==> src/rtl/grad_read_arbiter.sv <==
// Round-robin arbiter sharing one x/y gradient BRAM read port pair among NUM_REQ histogram engines.
// Optional GRAD_ARB_BURST_LOCK_EN lets the previous winner keep the port while it holds lock_in.
module grad_read_arbiter #(
   parameter int NUM_REQ      = 4,
   parameter int ADDR_WIDTH   = 12,
   parameter int BIT_DEPTH    = 8,
   parameter int READ_LATENCY = 2
) (
   input  logic                          clk_in,
   input  logic                          rst_in,
   input  logic [NUM_REQ-1:0]            req_in,
   input  logic [NUM_REQ-1:0]            lock_in,
   input  logic [NUM_REQ*ADDR_WIDTH-1:0] x_addr_in,
   input  logic [NUM_REQ*ADDR_WIDTH-1:0] y_addr_in,
   output logic [NUM_REQ-1:0]            gnt_out,
   output logic [ADDR_WIDTH-1:0]         x_bram_addr_out,
   output logic [ADDR_WIDTH-1:0]         y_bram_addr_out,
   input  logic signed [BIT_DEPTH-1:0]   x_grad_in,
   input  logic signed [BIT_DEPTH-1:0]   y_grad_in,
   output logic signed [BIT_DEPTH-1:0]   x_grad_out,
   output logic signed [BIT_DEPTH-1:0]   y_grad_out,
   output logic [NUM_REQ-1:0]            rvalid_out,
   output logic                          busy_out
);

   localparam int PTR_W  = $clog2(NUM_REQ);
   localparam int STAGES = READ_LATENCY + 1;

   logic [PTR_W-1:0]                ptr_q;
   logic [PTR_W-1:0]                ptr_d;
   logic [PTR_W-1:0]                win_idx;
   logic                            win_valid;
   logic [NUM_REQ-1:0]              gnt;
   logic [ADDR_WIDTH-1:0]           x_addr_q;
   logic [ADDR_WIDTH-1:0]           y_addr_q;
   logic [ADDR_WIDTH-1:0]           x_addr_d;
   logic [ADDR_WIDTH-1:0]           y_addr_d;
   logic [STAGES-1:0][NUM_REQ-1:0]  tag_q;

`ifdef GRAD_ARB_BURST_LOCK_EN
   logic                            prev_valid_q;
   logic [PTR_W-1:0]                prev_win_q;
`else
   logic                            lock_unused;
   assign lock_unused = ^lock_in;
`endif

   function automatic logic [PTR_W-1:0] rr_idx(input logic [PTR_W-1:0] base, input int off);
      int sum;
      sum = int'(base) + off;
      if (sum >= NUM_REQ) sum = sum - NUM_REQ;
      return PTR_W'(sum);
   endfunction

   // NOTE: every signal driven here gets a default first, so no latch can be inferred.
   always_comb begin
      win_valid = 1'b0;
      win_idx   = '0;
      for (int off = 0; off < NUM_REQ; off++) begin
         if (!win_valid && req_in[rr_idx(ptr_q, off)]) begin
            win_valid = 1'b1;
            win_idx   = rr_idx(ptr_q, off);
         end
      end
`ifdef GRAD_ARB_BURST_LOCK_EN
      // A locked previous winner pre-empts the round-robin search; ptr is already winner+1.
      if (prev_valid_q && req_in[prev_win_q] && lock_in[prev_win_q]) begin
         win_valid = 1'b1;
         win_idx   = prev_win_q;
      end
`endif
      if (!rst_in) win_valid = 1'b0;

      gnt      = win_valid ? (NUM_REQ'(1) << win_idx) : '0;
      ptr_d    = ptr_q;
      x_addr_d = x_addr_q;
      y_addr_d = y_addr_q;
      if (win_valid) begin
         ptr_d    = (int'(win_idx) == NUM_REQ - 1) ? '0 : win_idx + PTR_W'(1);
         x_addr_d = x_addr_in[int'(win_idx)*ADDR_WIDTH +: ADDR_WIDTH];
         y_addr_d = y_addr_in[int'(win_idx)*ADDR_WIDTH +: ADDR_WIDTH];
      end
   end

   // NOTE: non-blocking assignments so every register samples pre-edge values.
   always_ff @(posedge clk_in) begin
      if (!rst_in) begin
         ptr_q    <= '0;
         x_addr_q <= '0;
         y_addr_q <= '0;
         // NOTE: the tag pipeline is cleared so reads in flight at reset are never reported.
         tag_q    <= '0;
`ifdef GRAD_ARB_BURST_LOCK_EN
         prev_valid_q <= 1'b0;
         prev_win_q   <= '0;
`endif
      end else begin
         ptr_q    <= ptr_d;
         x_addr_q <= x_addr_d;
         y_addr_q <= y_addr_d;
         tag_q    <= {tag_q[STAGES-2:0], gnt};
`ifdef GRAD_ARB_BURST_LOCK_EN
         prev_valid_q <= win_valid;
         prev_win_q   <= win_idx;
`endif
      end
   end

   assign gnt_out         = gnt;
   assign x_bram_addr_out = x_addr_q;
   assign y_bram_addr_out = y_addr_q;
   assign x_grad_out      = x_grad_in;
   assign y_grad_out      = y_grad_in;
   assign rvalid_out      = rst_in ? tag_q[STAGES-1] : '0;
   assign busy_out        = rst_in & ((|req_in) | (|tag_q));

endmodule
==> config.mk <==
export PLATFORM = sky130hd
export DESIGN_NAME = grad_read_arbiter
export DESIGN_NICKNAME = d
export VERILOG_FILES = /design/src/rtl/grad_read_arbiter.sv
export SDC_FILE = /design/constraint.sdc
export NUM_CORES = 1
export LEC_CHECK = 0
export CAP_MARGIN = 10
export CORE_ASPECT_RATIO = 0.5
export CORE_MARGIN = 2
export CORE_UTILIZATION = 35
export CTS_BUF_LIST = sky130_fd_sc_hd__clkbuf_8
export CTS_CLUSTER_DIAMETER = 200
export DETAILED_ROUTE_END_ITERATION = 6
export HOLD_SLACK_MARGIN = 0.03
export PLACE_DENSITY_LB_ADDON = 0.25
export RECOVER_POWER = 50
export SLEW_MARGIN = 25
export SYNTH_ARGS = -nofsm -noshare
export SYNTH_HDL_FRONTEND = slang
export SYNTH_SLANG_ARGS = --single-unit
==> constraint.sdc <==
create_clock -name clk_in -period 7.15 [get_ports clk_in]
set_input_delay 1.7875 -clock clk_in [delete_from_list [all_inputs] [get_ports clk_in]]
set_output_delay 1.7875 -clock clk_in [all_outputs]
set_load 0.005 [all_outputs]
==> key figures, run 1 <==
Timing
  • Slew Viols, Final: 0
  • RSZ-0062 raised after global routing: false
  • Sum of negative setup slack: 0 ps
  • Final clock skew: 1.95 ps
  • Rel. slew slack: 1.87%
  • Final setup fails: 0
  • Fin crit period: 6150 ps
  • Fin Hold WS: 466 ps
  • Fin crit share: 86.0%
  • Measured slew at the worst slew-check pin: 1470 ps
  • Final hold viol count: 0
  • Peak Freq: 163 MHz

Worst setup path
  • Crit path max fanout: 39
  • CP Capture Type: primary output
  • Startpoint Class: input port
  • CP Data Required Time: 5360 ps
  • Critical Path AT: 4360 ps
  • Crit Path Category: in2out

Floorplanning
  • Die area: 0.00829 sq mm
  • Core area: 0.00732 sq mm
  • I/O pin cnt: 171
  • Core Rows: 22
  • Die width: 127 um
  • Die span in y: 65.4 um
  • Starting density of the core: 36.0%

Clock network
  • CTS Hold Bufs: 0
  • H-tree lvl count: 2
  • Post-cts resize count: 0
  • Clock Tree Buf Depth: 2
  • Clk sinks: 38
  • CTS tree: built
  • Clock-pin slew on the worst setup and hold paths: 70 ps
  • Postcts setup bufs: 0
  • CTS Root Cell: clkbuf_8
  • Total CTS buffers: 5
  • Clk_lat worst skew: 290 ps

Cells and area
  • Commonest non-fill, non-tap cell in the layout: clkdlybuf4s50_1
  • Diodes inserted: 0
  • Non-Filler Instances: 476
  • P&R area growth vs syn: 49.3%
  • Layout cells sized above 1: 14.7%
  • Most frequent cells in the layout: 108 x clkdlybuf4s50_1, 38 x dfxtp_1, 27 x a21oi_1
  • Final #Nets: 501

Flow run
  • Max Cap Viol: 0

Placement
  • Inst Count DP: 468
  • Gp weighted congestion: 0.853
  • I/O Buffers: 134
  • Detailed Place HPWL: 5940 um

Synth
  • Synth area leader: dfxtp_1
  • Ys Warns: 0
  • Net count after synthesis: 398
  • Syn_area_per_cell: 9.56 sq um
  • Top area cells in the synthesized netlist: dfxtp_1 29%, o32ai_2 12%, a221oi_2 11%
  • Yosys reg bits: 38
  • Most used flip-flop cell after synthesis: dfxtp_1
  • EDFF count, synth: 0
  • Async SR Flop Fraction: 0%
  • Cell variety after synth: 32
  • Synth top area share: 28.8%
  • Register area share after synthesis: 28.8%
  • Post-synthesis instance area: 0.00264 sq mm
  • Post-synthesis cell count: 276

Detailed routing
  • Routed len/inst: 17.4 um
  • DR vias: 2611
  • DRT antenna net count: 0
  • Final wirelength: 8270 um
  • Via density: 5.49
  • Drt pass-1 iters: 4
  • DRC Markers: 0
  • DR iter-0 viols: 116

Power and ir drop
  • Peak supply drop: 0.0000814 V
  • Pleak: 1.55 nW
  • Pwr Density: 202 mW/mm^2

Worst hold path
  • Hold Crit Class: reg2reg

Global route
  • Remaining global-route overflow: 0
  • Vias in the first global route: 2781
  • First-pass GRT wire length: 13200 um
  • Initial antenna violation count: 0
  • Largest net degree at the start of global routing: 41
  • Total GRT Usage: 19.9%

Outcome
  • Outcome: finished clean
[cells by family after synthesis]
kind of cell    after synthesis  share of synthesized area (%)
compound gates              104                           37.5
xor+xnor                      1                          0.332
buf+inv                      48                           11.9
flops                        38                           28.8
mux                          24                           9.10
simple gates                 61                           12.3
[synth_stat cells, types with 2 or more instances]
cell       n
and2_1    12
a221oi_2  20
and4_1     2
clkbuf_1  18
nand2b_1   2
o32ai_2   20
o21ai_0   25
nor3_1     4
inv_1      3
nand2_1   26
buf_12     2
a21oi_1   27
buf_4     16
nor2_1     2
nor4_1     5
buf_6      5
nor2b_1    2
and3_1     2
o32ai_1    4
dfxtp_1   38
buf_2      4
a221oi_1   4
mux2i_1   24
[worst paths after layout]
check,start,to,slack [ps],cells past startpoint
setup reg to reg,ptr_q[0]$_SDFFE_PN0P_,y_bram_addr_out[1]$_SDFFE_PN0P_,4360,6
setup / recovery,rst_in,gnt_out[2],1000,4
hold reg to reg,tag_q[4]$_SDFF_PN0_,tag_q[8]$_SDFF_PN0_,470,1
hold / removal,tag_q[4]$_SDFF_PN0_,tag_q[8]$_SDFF_PN0_,470,1
[area by class of cell]
type                    instances  area (sq um)
fillers                       674          3380
multi-input cells             190          1570
repair buffers                141          1390
clock inverters                 2          8.76
inverters                       3          11.3
clock buffers                   6          82.6
well taps                      96           120
flip-flops and latches         38           761
[stage by stage]
stage,utilization (%),setup WS (ps),instance area (sq um),power [mW]
3_5_place_dp,52.6,1170,3850,0.658
6_report,53.8,1000,3940,0.795
3_3_place_gp,52.6,1270,3850,0.648
5_1_grt,53.8,867,3940,0.843
4_1_cts,53.9,1180,3950,0.812
2_1_floorplan,-,2360,2640,0.508
[metal layers]
layer	share of wire [%]	track usage, %
met5	0	0
met1	41	23.2
met3	4.8	4.48
met2	52	36.1
met4	2.2	7.69
[critical path, cell delays in order]
cell	delay [ps]
dlygate4sd3_1	590
clkbuf_1	1090
and4_1	370
clkdlybuf4s50_1	510
[sequential cells by signal, summed over array words and instances, names as in the netlist]
name	cells
y_bram_addr_out	12
ptr_q	2
tag_q	12
x_bram_addr_out	12
[where the power goes]
group	leakage [nW]	total, mW	switching [mW]	internal, mW
registers	0.314	0.279	0.0299	0.249
clock network	0.0524	0.155	0.0781	0.0765
logic	1.18	0.362	0.168	0.194
total	1.55	0.795	0.276	0.520
No activity file was read; power rests on OpenSTA's default activity.
==> run 2, diff against run 1 <==
CORE_UTILIZATION = 30   (was 35)
==> key figures, run 2 (synthesis results as in run 1) <==
Outcome
  • Outcome: finished, violations left (was finished clean)
  • Failing checks: max-capacitance violations, max-slew violations

Worst setup path
  • Bufs and invs on worst path: 3 (unchanged)
  • Largest stage delay on the critical path: 1130 ps (was 1090 ps)
  • Crit Path Category: in2out (unchanged)
  • Crit path max fanout: 41 (was 39)
  • Slowest CP cell: clkbuf_1 (unchanged)
  • Crit-path cells: dlygate4sd3_1 -> clkbuf_1 -> and4_1 -> clkdlybuf4s50_1 (unchanged)
  • Critical Path AT: 4360 ps (about the same)
  • CP Capture Type: primary output (unchanged)
  • Critical path's top delay family: buffers and inverters (unchanged)
  • RR Startpoint: ptr_q[0]$_SDFFE_PN0P_ (unchanged)
  • Reg-to-reg setup timing slack: 4700 ps (was 4360 ps)
  • Cells on worst reg2reg path: 7 (was 6)
  • CP Data Required Time: 5360 ps (about the same)
  • Startpoint Class: input port (unchanged)
  • Capturing point of the worst reg2reg path: x_bram_addr_out[5]$_SDFFE_PN0P_ (was y_bram_addr_out[1]$_SDFFE_PN0P_)

Detailed routing
  • Via density: 5.22 (was 5.49)
  • DRT antenna net count: 0 (unchanged)
  • Routed len/inst: 17.2 um (was 17.4 um)
  • Drt pass-1 iters: 4 (unchanged)
  • DR vias: 2596 (was 2611)
  • DR iter-0 viols: 142 (was 116)
  • Final wirelength: 8530 um (was 8270 um)
  • DRC Markers: 0 (unchanged)

Global route
  • Total GRT Usage: 18.3% (was 19.9%)
  • Vias in the first global route: 2672 (was 2781)
  • Remaining global-route overflow: 0 (unchanged)
  • Largest net degree at the start of global routing: 51 (was 41)
  • First-pass GRT wire length: 13800 um (was 13200 um)
  • Initial antenna violation count: 0 (unchanged)

Floorplanning
  • Die span in y: 70.3 um (was 65.4 um)
  • Die area: 0.00961 sq mm (was 0.00829 sq mm)
  • Starting density of the core: 30.6% (was 36.0%)
  • I/O pin cnt: 171 (unchanged)
  • Core area: 0.00862 sq mm (was 0.00732 sq mm)
  • Core Rows: 24 (was 22)
  • Die width: 137 um (was 127 um)

Clock network
  • Clk_lat worst skew: 300 ps (was 290 ps)
  • Postcts setup bufs: 0 (unchanged)
  • Clock-pin slew on the worst setup and hold paths: 80 ps (was 70 ps)
  • Clk sinks: 38 (unchanged)
  • Total CTS buffers: 5 (unchanged)
  • Post-cts resize count: 0 (unchanged)
  • H-tree lvl count: 2 (unchanged)
  • CTS Root Cell: clkbuf_8 (unchanged)
  • CTS Hold Bufs: 0 (unchanged)
  • Clock Tree Buf Depth: 2 (unchanged)
  • CTS tree: built (unchanged)

Timing
  • Measured slew at the worst slew-check pin: 1550 ps (was 1470 ps)
  • Fin crit period: 6150 ps (about the same)
  • Final hold viol count: 0 (unchanged)
  • Fin crit share: 86.0% (about the same)
  • RSZ-0062 raised after global routing: false (unchanged)
  • Rel. slew slack: -3.51% (was 1.87%)
  • Sum of negative setup slack: 0 ps (unchanged)
  • Final setup fails: 0 (unchanged)
  • Final clock skew: 4.26 ps (was 1.95 ps)
  • Slew Viols, Final: 42 (was 0)
  • Peak Freq: 163 MHz (about the same)

Power and ir drop
  • Peak supply drop: 0.0000867 V (was 0.0000814 V)
  • Total power: 868 uW (was 795 uW)
  • Pleak: 1.56 nW (was 1.55 nW)
  • Pwr Density: 217 mW/mm^2 (was 202 mW/mm^2)

Placement
  • Detailed Place HPWL: 5880 um (was 5940 um)
  • Gp weighted congestion: 0.831 (was 0.853)
  • I/O Buffers: 134 (unchanged)
  • Inst Count DP: 489 (was 468)

Flow run
  • Max Cap Viol: 1 (was 0)

Cells and area
  • P&R area growth vs syn: 52.0% (was 49.3%)
  • Commonest non-fill, non-tap cell in the layout: clkdlybuf4s50_1 (unchanged)
  • Layout fillers: 797 (was 674)
  • Multi-input logic area: 0.00157 sq mm (about the same)
  • Diodes inserted: 0 (unchanged)
  • Non-Filler Instances: 497 (was 476)
  • Layout cells sized above 1: 15.0% (was 14.7%)
  • Register area: 761 sq um (unchanged)
  • Final #Nets: 501 (unchanged)
  • Most frequent cells in the layout: 108 x clkdlybuf4s50_1, 38 x dfxtp_1, 27 x a21oi_1 (unchanged)

Worst hold path
  • Hold path cells: 1 (unchanged)
  • Hold Crit Class: reg2reg (unchanged)
  • Hold Crit Endpoint: tag_q[7]$_SDFF_PN0_ (was tag_q[8]$_SDFF_PN0_)
  • Hold wc startpoint: tag_q[3]$_SDFF_PN0_ (was tag_q[4]$_SDFF_PN0_)
==> run 2: cell types whose count changed in the layout (fill, tap and decap cells not counted), sizes merged <==
cell	before	now
inv	4	3
buf	6	5
bufinv	0	2
==> run 2: how the worst max path moves through the flow <==
stage	startpoint	end	slack [ps]	cells after the start
floorplan	req_in[2]	gnt_out[2]	2360	7
global placement	req_in[2]	gnt_out[3]	1340	7
detailed placement	req_in[2]	gnt_out[3]	1300	7
CTS	req_in[2]	gnt_out[3]	1290	7
global route	rst_in	gnt_out[2]	870	4
finish	rst_in	gnt_out[2]	1000	4
==> run 2: per-stage QoR <==
stage | worst slack (ps) | cell area, sq um | util [%] | hold slack, ps
2_1_floorplan | 2360 | 2640 | - | 435
3_3_place_gp | 1340 | 3880 | 45.0 | 444
3_5_place_dp | 1300 | 3880 | 45.0 | 449
4_1_cts | 1290 | 4020 | 46.6 | 469
5_1_grt | 874 | 4010 | 46.5 | 481
6_report | 1000 | 4010 | 46.5 | 466
==> run 2: power breakdown <==
| part | internal, mW | total [mW] | switching [mW] |
|---|---|---|---|
| Clock | 0.140 | 0.225 | 0.0855 |
| Combinational | 0.195 | 0.366 | 0.171 |
| Sequential | 0.249 | 0.277 | 0.0281 |
| Total | 0.584 | 0.868 | 0.285 |
==> run 2: cell type report <==
| class | instances | share of cell area [%] |
|---|---|---|
| Timing Repair Buffer | 141 | 34.6 |
| Sequential cell | 38 | 19.0 |
| Clock inverter | 3 | 1.72 |
| Multi-Input combinational cell | 190 | 39.1 |
| Tap cell | 117 | 3.65 |
| Inverter | 3 | 0.281 |
| Clock buffer | 5 | 1.72 |
==> run 2: routing by layer <==
metal / GRT usage [%] / vias up / routed length [um]
met2: 32.3 / 76 / 4410
met3: 4.14 / 24 / 351
met1: 21.5 / 1249 / 3530
met5: 0 / - / 0
li1: - / 1247 / -
met4: 7.06 / 0 / 243
